File: src/rtl/data_mem_responder_pkg.sv
// Shared definitions for the handshaked data-memory responder.
package data_mem_responder_pkg;

    // RV32I load/store size codes (stores reuse the signed encodings)
    localparam logic [2:0] F3_LB  = 3'b000;
    localparam logic [2:0] F3_LH  = 3'b001;
    localparam logic [2:0] F3_LW  = 3'b010;
    localparam logic [2:0] F3_LBU = 3'b100;
    localparam logic [2:0] F3_LHU = 3'b101;

    typedef enum logic [1:0] {
        S_IDLE   = 2'd0,
        S_WAIT   = 2'd1,
        S_ACCESS = 2'd2,
        S_RESP   = 2'd3
    } state_t;

endpackage

File: src/rtl/data_mem_responder_mem_lane_align.sv
// Byte-lane steering for one 32-bit memory word: load extraction with
// sign/zero extension, store byte mask with shifted data, legality check.
module mem_lane_align
    import data_mem_responder_pkg::*;
(
    input  logic [2:0]  fun3,
    input  logic        we,
    input  logic [1:0]  off,
    input  logic [31:0] rword,
    input  logic [31:0] wdata,
    output logic [31:0] load_data,
    output logic [3:0]  byte_mask,
    output logic [31:0] wword,
    output logic        err
);

    logic [31:0] shifted;

    // Decode size, check alignment and steer the lanes
    always_comb begin
        shifted   = rword >> {off, 3'b000};
        wword     = wdata << {off, 3'b000};
        load_data = '0;
        byte_mask = '0;
        err       = 1'b0;
        case (fun3)
            F3_LB: begin
                load_data = {{24{shifted[7]}}, shifted[7:0]};
                byte_mask = 4'b0001 << off;
            end
            F3_LBU: begin
                load_data = {24'h000000, shifted[7:0]};
                err       = we;
            end
            F3_LH: begin
                load_data = {{16{shifted[15]}}, shifted[15:0]};
                byte_mask = 4'b0011 << off;
                err       = off[0];
            end
            F3_LHU: begin
                load_data = {16'h0000, shifted[15:0]};
                err       = off[0] | we;
            end
            F3_LW: begin
                load_data = rword;
                byte_mask = 4'b1111;
                err       = |off;
            end
            default: err = 1'b1;
        endcase
        if (err || !we) begin
            byte_mask = '0;
        end
        if (err || we) begin
            load_data = '0;
        end
    end

endmodule

File: src/rtl/data_mem_responder.sv
// Handshaked byte-addressable data memory with programmable wait states.
// Requests are latched in IDLE, delayed WAIT_CYCLES, performed in a single
// ACCESS cycle and the result is held in RESP until the consumer takes it.
module data_mem_responder
    import data_mem_responder_pkg::*;
#(
    parameter int ADDR_W      = 8,
    parameter int WAIT_CYCLES = 2
) (
    input  logic              clk,
    input  logic              rst,
    input  logic              req_valid,
    output logic              req_ready,
    input  logic              req_we,
    input  logic [2:0]        req_fun3,
    input  logic [ADDR_W-1:0] req_addr,
    input  logic [31:0]       req_wdata,
    output logic              rsp_valid,
    input  logic              rsp_ready,
    output logic [31:0]       rsp_rdata,
    output logic              rsp_err
);

    localparam int CNT_W     = (WAIT_CYCLES > 0) ? $clog2(WAIT_CYCLES + 1) : 1;
    localparam int MEM_BYTES = 2 ** ADDR_W;

    state_t              state, state_next;
    logic [CNT_W-1:0]    wait_cnt, cnt_inc;
    logic                lat_we;
    logic [2:0]          lat_fun3;
    logic [ADDR_W-1:0]   lat_addr;
    logic [31:0]         lat_wdata;
    logic [31:0]         rdata_q;
    logic                err_q;

    logic [7:0]          mem [MEM_BYTES];
    logic [ADDR_W-3:0]   word_idx;
    logic [31:0]         rword, load_data, wword;
    logic [3:0]          byte_mask;
    logic                align_err;

    assign cnt_inc   = wait_cnt + CNT_W'(1);
    assign word_idx  = lat_addr[ADDR_W-1:2];
    // Aligned accesses stay inside one word, so the whole containing word
    // is fetched and the lane aligner picks the bytes out of it.
    assign rword     = {mem[{word_idx, 2'd3}], mem[{word_idx, 2'd2}],
                        mem[{word_idx, 2'd1}], mem[{word_idx, 2'd0}]};
    assign rsp_rdata = rdata_q;
    assign rsp_err   = err_q;

    mem_lane_align u_align (
        .fun3      (lat_fun3),
        .we        (lat_we),
        .off       (lat_addr[1:0]),
        .rword     (rword),
        .wdata     (lat_wdata),
        .load_data (load_data),
        .byte_mask (byte_mask),
        .wword     (wword),
        .err       (align_err)
    );

    // Next-state and handshake outputs
    always_comb begin
        state_next = state;
        req_ready  = 1'b0;
        rsp_valid  = 1'b0;
        case (state)
            S_IDLE: begin
                req_ready = 1'b1;
                if (req_valid) begin
                    state_next = (WAIT_CYCLES > 0) ? S_WAIT : S_ACCESS;
                end
            end
            S_WAIT: begin
                if (cnt_inc == CNT_W'(WAIT_CYCLES)) begin
                    state_next = S_ACCESS;
                end
            end
            S_ACCESS: state_next = S_RESP;
            S_RESP: begin
                rsp_valid = 1'b1;
                if (rsp_ready) begin
                    state_next = S_IDLE;
                end
            end
            default: state_next = S_IDLE;
        endcase
    end

    // State register
    always_ff @(posedge clk) begin
        if (rst) begin
            state <= S_IDLE;
        end else begin
            state <= state_next;
        end
    end

    // Request latch, wait counter and response registers
    always_ff @(posedge clk) begin
        if (rst) begin
            wait_cnt  <= '0;
            lat_we    <= 1'b0;
            lat_fun3  <= '0;
            lat_addr  <= '0;
            lat_wdata <= '0;
            rdata_q   <= '0;
            err_q     <= 1'b0;
        end else begin
            case (state)
                S_IDLE: begin
                    wait_cnt <= '0;
                    if (req_valid) begin
                        lat_we    <= req_we;
                        lat_fun3  <= req_fun3;
                        lat_addr  <= req_addr;
                        lat_wdata <= req_wdata;
                    end
                end
                S_WAIT: wait_cnt <= cnt_inc;
                S_ACCESS: begin
                    rdata_q <= load_data;
                    err_q   <= align_err;
                end
                S_RESP: begin
                    if (rsp_ready) begin
                        rdata_q <= '0;
                        err_q   <= 1'b0;
                    end
                end
                default: wait_cnt <= '0;
            endcase
        end
    end

    // Byte-masked memory write; storage is never cleared by reset
    always_ff @(posedge clk) begin
        if (state == S_ACCESS) begin
            for (int unsigned i = 0; i < 4; i++) begin
                if (byte_mask[i]) begin
                    mem[{word_idx, 2'(i)}] <= wword[8*i +: 8];
                end
            end
        end
    end

endmodule
File: config.mk
export PLATFORM = sky130hd
export DESIGN_NAME = data_mem_responder
export DESIGN_NICKNAME = d
export VERILOG_FILES = /design/src/rtl/data_mem_responder_pkg.sv /design/src/rtl/data_mem_responder_mem_lane_align.sv /design/src/rtl/data_mem_responder.sv
export SDC_FILE = /design/constraint.sdc
export NUM_CORES = 2
export LEC_CHECK = 0
export BUFFER_PORTS_ARGS = -buffer_cell sky130_fd_sc_hd__buf_2
export CAP_MARGIN = 20
export CORE_MARGIN = 2
export CORE_UTILIZATION = 35
export CTS_CLUSTER_DIAMETER = 150
export DETAILED_ROUTE_END_ITERATION = 16
export PLACE_DENSITY = 0.6
export SLEW_MARGIN = 10
export SYNTH_ARGS = -nofsm -noshare
export SYNTH_HDL_FRONTEND = slang
export SYNTH_HIERARCHICAL = 1
export SYNTH_SLANG_ARGS = --single-unit
File: constraint.sdc
create_clock -name clk -period 6.2 [get_ports clk]
set_input_delay 1.86 -clock clk [delete_from_list [all_inputs] [get_ports clk]]
set_output_delay 1.86 -clock clk [all_outputs]
set_load 0.02 [all_outputs]
==> impl_metrics.xml <==
<?xml version="1.0" encoding="UTF-8"?>
<metrics>
  <group name="synth">
    <metric name="share_of_the_synthesized_netlist_area_taken_by_xor_and_xnor_gates" unit="">0.0001052</metric>
    <metric name="netlist.area_leader.share" unit="">0.7386</metric>
    <metric name="synth-seq-area-share" unit="">0.7595</metric>
    <metric name="synth_flop_cell" unit="">edfxtp_1</metric>
    <metric name="synth-simple-area-share" unit="">0.03542</metric>
    <metric name="synth_common_cells" unit="">edfxtp_1, mux4_2, nor2_1</metric>
    <metric name="main_combinational_cell_family_by_area_after_synthesis" unit="">multiplexers</metric>
    <metric name="ys_ff_latch" unit="">2135</metric>
    <metric name="synth-adder-area-share" unit="">0.0007514</metric>
    <metric name="post-synth-top-count-cell" unit="">edfxtp_1</metric>
    <metric name="yosysUniqueCellTypes" unit="">52</metric>
    <metric name="synth-warning-count" unit="">6</metric>
    <metric name="synth-compound-area-share" unit="">0.03820</metric>
    <metric name="synthesis.nets" unit="">4224</metric>
    <metric name="fraction_of_synthesized_area_in_multiplexers" unit="">0.1484</metric>
    <metric name="postSynthAreaPerCell" unit="um2">19.96</metric>
    <metric name="synth_area" unit="mm2">0.08326</metric>
    <metric name="synth_enable_flop_cells" unit="">2048</metric>
    <metric name="synth_largest_area_cell" unit="">edfxtp_1</metric>
    <metric name="syn-instance-count" unit="">4171</metric>
    <metric name="synth-async-reset-ratio" unit="">0</metric>
    <metric name="synthTopCellsByArea" unit="">edfxtp_1, mux4_2, dfxtp_1, nor2_1, nand2_1</metric>
  </group>
  <group name="worst_hold_path">
    <metric name="hold_path.startpoint" unit="">lat_wdata[28]</metric>
    <metric name="timing.hold.worst_path_depth" unit="">2</metric>
    <metric name="worst_hold_path_type" unit="">reg -&gt; reg</metric>
    <metric name="min_to" unit="">lat_wdata[28]</metric>
  </group>
  <group name="power">
    <metric name="power_dissipated_by_switching_net_loads" unit="uW">10080</metric>
    <metric name="power.clock.fraction" unit="">0.347</metric>
    <metric name="leakage" unit="uW">0.02929</metric>
    <metric name="intPower" unit="uW">25660</metric>
    <metric name="vdd_drop_max" unit="mV">0.2615</metric>
    <metric name="total_power_density_per_cell_area" unit="mW/mm2">378.5</metric>
    <metric name="share_comb_of_total_power" unit="">0.176</metric>
    <metric name="power_switching_share" unit="">0.2820</metric>
    <metric name="power" unit="uW">35740</metric>
    <metric name="seq_power_share" unit="">0.477</metric>
  </group>
  <group name="sta">
    <metric name="clock_skew" unit="ps">48.63</metric>
    <metric name="final_setup_tns" unit="ps">0</metric>
    <metric name="final_hold_viol_count" unit="">0</metric>
    <metric name="timing.final.setup_violations" unit="">0</metric>
    <metric name="fmaxAchievable" unit="MHz">202.5</metric>
    <metric name="period_share" unit="">0.7964</metric>
    <metric name="layout_min_cycle_time" unit="ps">4938</metric>
    <metric name="rsz0062_at_grt" unit="">false</metric>
    <metric name="worst_pin_slew" unit="ps">1347</metric>
    <metric name="maxSlewHeadroom" unit="">0.1019</metric>
    <metric name="final_max_slew_viol_count" unit="">0</metric>
  </group>
  <group name="place">
    <metric name="routabilityCongestion" unit="">0.9054</metric>
    <metric name="dp.final_hpwl" unit="mm">157.6</metric>
    <metric name="placement.io_buffers" unit="">82</metric>
  </group>
  <group name="detailed_routing">
    <metric name="drt-initial-drc-count" unit="">6352</metric>
    <metric name="drt-total-wl" unit="mm">244.6</metric>
    <metric name="dr_total_vias" unit="">44045</metric>
    <metric name="drt_pre_antenna_iters" unit="">7</metric>
    <metric name="vias_per_cell" unit="">5.726</metric>
    <metric name="drt-wirelength-per-cell" unit="um">31.79</metric>
    <metric name="drt.antenna.violating_nets" unit="">0</metric>
    <metric name="route.detailed.drc" unit="">0</metric>
  </group>
  <group name="clocking">
    <metric name="clk_slew_on_worst_s_h_paths" unit="ps">60</metric>
    <metric name="postCtsHoldBufs" unit="">0</metric>
    <metric name="clockBufferDepth" unit="">3</metric>
    <metric name="cts.repair_timing.setup_buffer_count" unit="">0</metric>
    <metric name="ctsRootBufferMaster" unit="">clkbuf_16</metric>
    <metric name="insertion_delay" unit="ps">880</metric>
    <metric name="clock-sinks" unit="">2135</metric>
    <metric name="h-tree-depth" unit="">4</metric>
    <metric name="cts.repair.resized" unit="">0</metric>
    <metric name="cts_buffers" unit="">211</metric>
    <metric name="tritoncts_clock_tree" unit="">built</metric>
  </group>
  <group name="critical_path">
    <metric name="path_class" unit="">reg -&gt; reg</metric>
    <metric name="crit_fanout" unit="">32</metric>
    <metric name="r2r.worst_path.cells" unit="">13</metric>
    <metric name="crit_arrival" unit="ps">5650</metric>
    <metric name="worst_r2r_endpoint" unit="">rsp_rdata[6]</metric>
    <metric name="startpoint_type" unit="">flop</metric>
    <metric name="required" unit="ps">6910</metric>
    <metric name="cp-end-kind" unit="">flop</metric>
    <metric name="reg2reg_slack" unit="ps">1260</metric>
  </group>
  <group name="floorplanning">
    <metric name="floorplan.rows" unit="">179</metric>
    <metric name="starting_density_of_the_core" unit="">0.3510</metric>
    <metric name="die-area" unit="mm2">0.2418</metric>
    <metric name="die_x" unit="um">491.7</metric>
    <metric name="die_h" unit="um">491.7</metric>
    <metric name="boundaryPins" unit="">83</metric>
    <metric name="coreArea" unit="mm2">0.2372</metric>
  </group>
  <group name="grt">
    <metric name="overflow" unit="">0</metric>
    <metric name="first_global_vias" unit="">42929</metric>
    <metric name="largest_net_degree_at_the_start_of_global_routing" unit="">91</metric>
    <metric name="total_routing_usage_gr" unit="">0.1989</metric>
    <metric name="grt_antenna_before_repair" unit="">16</metric>
    <metric name="first_pass_grt_wire_length" unit="mm">340.7</metric>
  </group>
  <group name="outcome">
    <metric name="outcome" unit="">complete, no violations</metric>
  </group>
  <group name="final_layout">
    <metric name="synthToLayoutAreaGrowth" unit="%">13.42</metric>
    <metric name="final_nets" unit="">4399</metric>
    <metric name="drive_gt1_frac" unit="">0.2455</metric>
    <metric name="layout.filler_cells" unit="">20841</metric>
  </group>
  <group name="run">
    <metric name="max-cap-violations" unit="">0</metric>
  </group>
</metrics>
[worst max path at each step]
stage	start	slack [ps]	endpoint	depth (start not counted)
2_1_floorplan	lat_addr[0]	1770	mem[102][7]	5
3_3_place_gp	flop	1470	rsp_rdata[3]	10
3_5_place_dp	flop	1480	rsp_rdata[3]	11
4_1_cts	flop	1460	rsp_rdata[3]	11
5_1_grt	flop	1200	rsp_rdata[6]	13
6_report	flop	1260	rsp_rdata[6]	13
[placed cells by master (no fill, tap or decap), types with 8 or more instances in the layout]
| master | instances |
|---|---|
| bufinv_16 | 14 |
| clkinv_2 | 41 |
| a221oi_1 | 38 |
| mux2i_1 | 76 |
| clkinv_1 | 47 |
| buf_4 | 129 |
| nand2b_1 | 10 |
| a311oi_1 | 8 |
| nand2_1 | 221 |
| nor2b_1 | 14 |
| buf_2 | 82 |
| buf_12 | 13 |
| nor2_4 | 10 |
| a21o_1 | 16 |
| mux4_2 | 499 |
| a21oi_4 | 8 |
| a211oi_1 | 10 |
| o221ai_1 | 19 |
| inv_1 | 8 |
| a21oi_1 | 80 |
| and2_2 | 10 |
| clkbuf_1 | 46 |
| diode_2 | 8 |
| nor3_1 | 50 |
| inv_6 | 8 |
| a22o_1 | 53 |
| dfxtp_1 | 82 |
| edfxtp_1 | 2048 |
| mux2_2 | 32 |
| clkbuf_16 | 212 |
| o22ai_1 | 64 |
| nand3_1 | 29 |
| o21ai_4 | 8 |
| nor2_1 | 331 |
| a22oi_1 | 102 |
[layer usage]
layer,part of all wire,vias up,GRT usage
li1,-,17524,-
met1,0.39,23399,0.2726
met5,0.0012,-,0
met3,0.11,503,0.05571
met4,0.044,18,0.08198
met2,0.45,2601,0.2985
[power by group through the flow]
stage / clock (uW) / combinational, uW / sequential, uW
2_1_floorplan: 0 / 3610 / 17300
3_3_place_gp: 0 / 6120 / 17300
3_5_place_dp: 0 / 6190 / 17300
4_1_cts: 12500 / 6210 / 17000
5_1_grt: 13100 / 6540 / 17000
6_report: 12400 / 6300 / 17000
[kinds of logic after synthesis]
group / count (synthesis)
buffers and inverters: 272
XOR/XNOR: 1
AO/OA/AOI/OAI: 441
adder cells (fa/ha/maj): 5
flip-flops: 2135
AND/OR/NAND/NOR: 710
multiplexers: 607
[stage by stage]
step	area (um2)	instances	hold WS [ps]	util	setup WS, ps
6_report	94430	7692	459.5	0.3982	1262
5_1_grt	94420	7685	473.7	0.3981	1197
4_1_cts	94390	7681	456.1	0.3980	1464
3_5_place_dp	87790	7297	444.2	0.3701	1479
3_3_place_gp	87750	7293	441.2	0.3700	1473
2_1_floorplan	83260	4171	431.8	-	1767
[critical path, stage by stage (launching register included)]
cell and delay [ps]:
dfxtp_4 770, buf_12 350, buf_12 310, mux4_2 540
a22o_1 230, a221oi_1 820, a221oi_1 430, buf_4 290
mux2_2 260, a22o_1 180, a22oi_1 200, nor2_1 70
a22oi_1 180, nor2_1 60
[area by class of cell]
cell class	count	area (um2)	share of cell area
flip-flops and latches	2135	63260	0.6699
inverters	9	33.78	0.0003577
well taps	3167	3963	0.04196
repair buffers	225	1650	0.01748
clock inverters	124	1101	0.01166
multi-input cells	1764	18900	0.2002
diodes	8	20.02	0.0002120
clock buffers	260	5505	0.05830
[flip-flops by register name, indices dropped and copies added (netlist names), named ones only]
register,cells
lat_we,1
mem,2048
lat_fun3,3
rsp_err,1
lat_addr,8
rsp_rdata,32
state,2
wait_cnt,2
lat_wdata,32
Power figures use the tool's default switching activity.
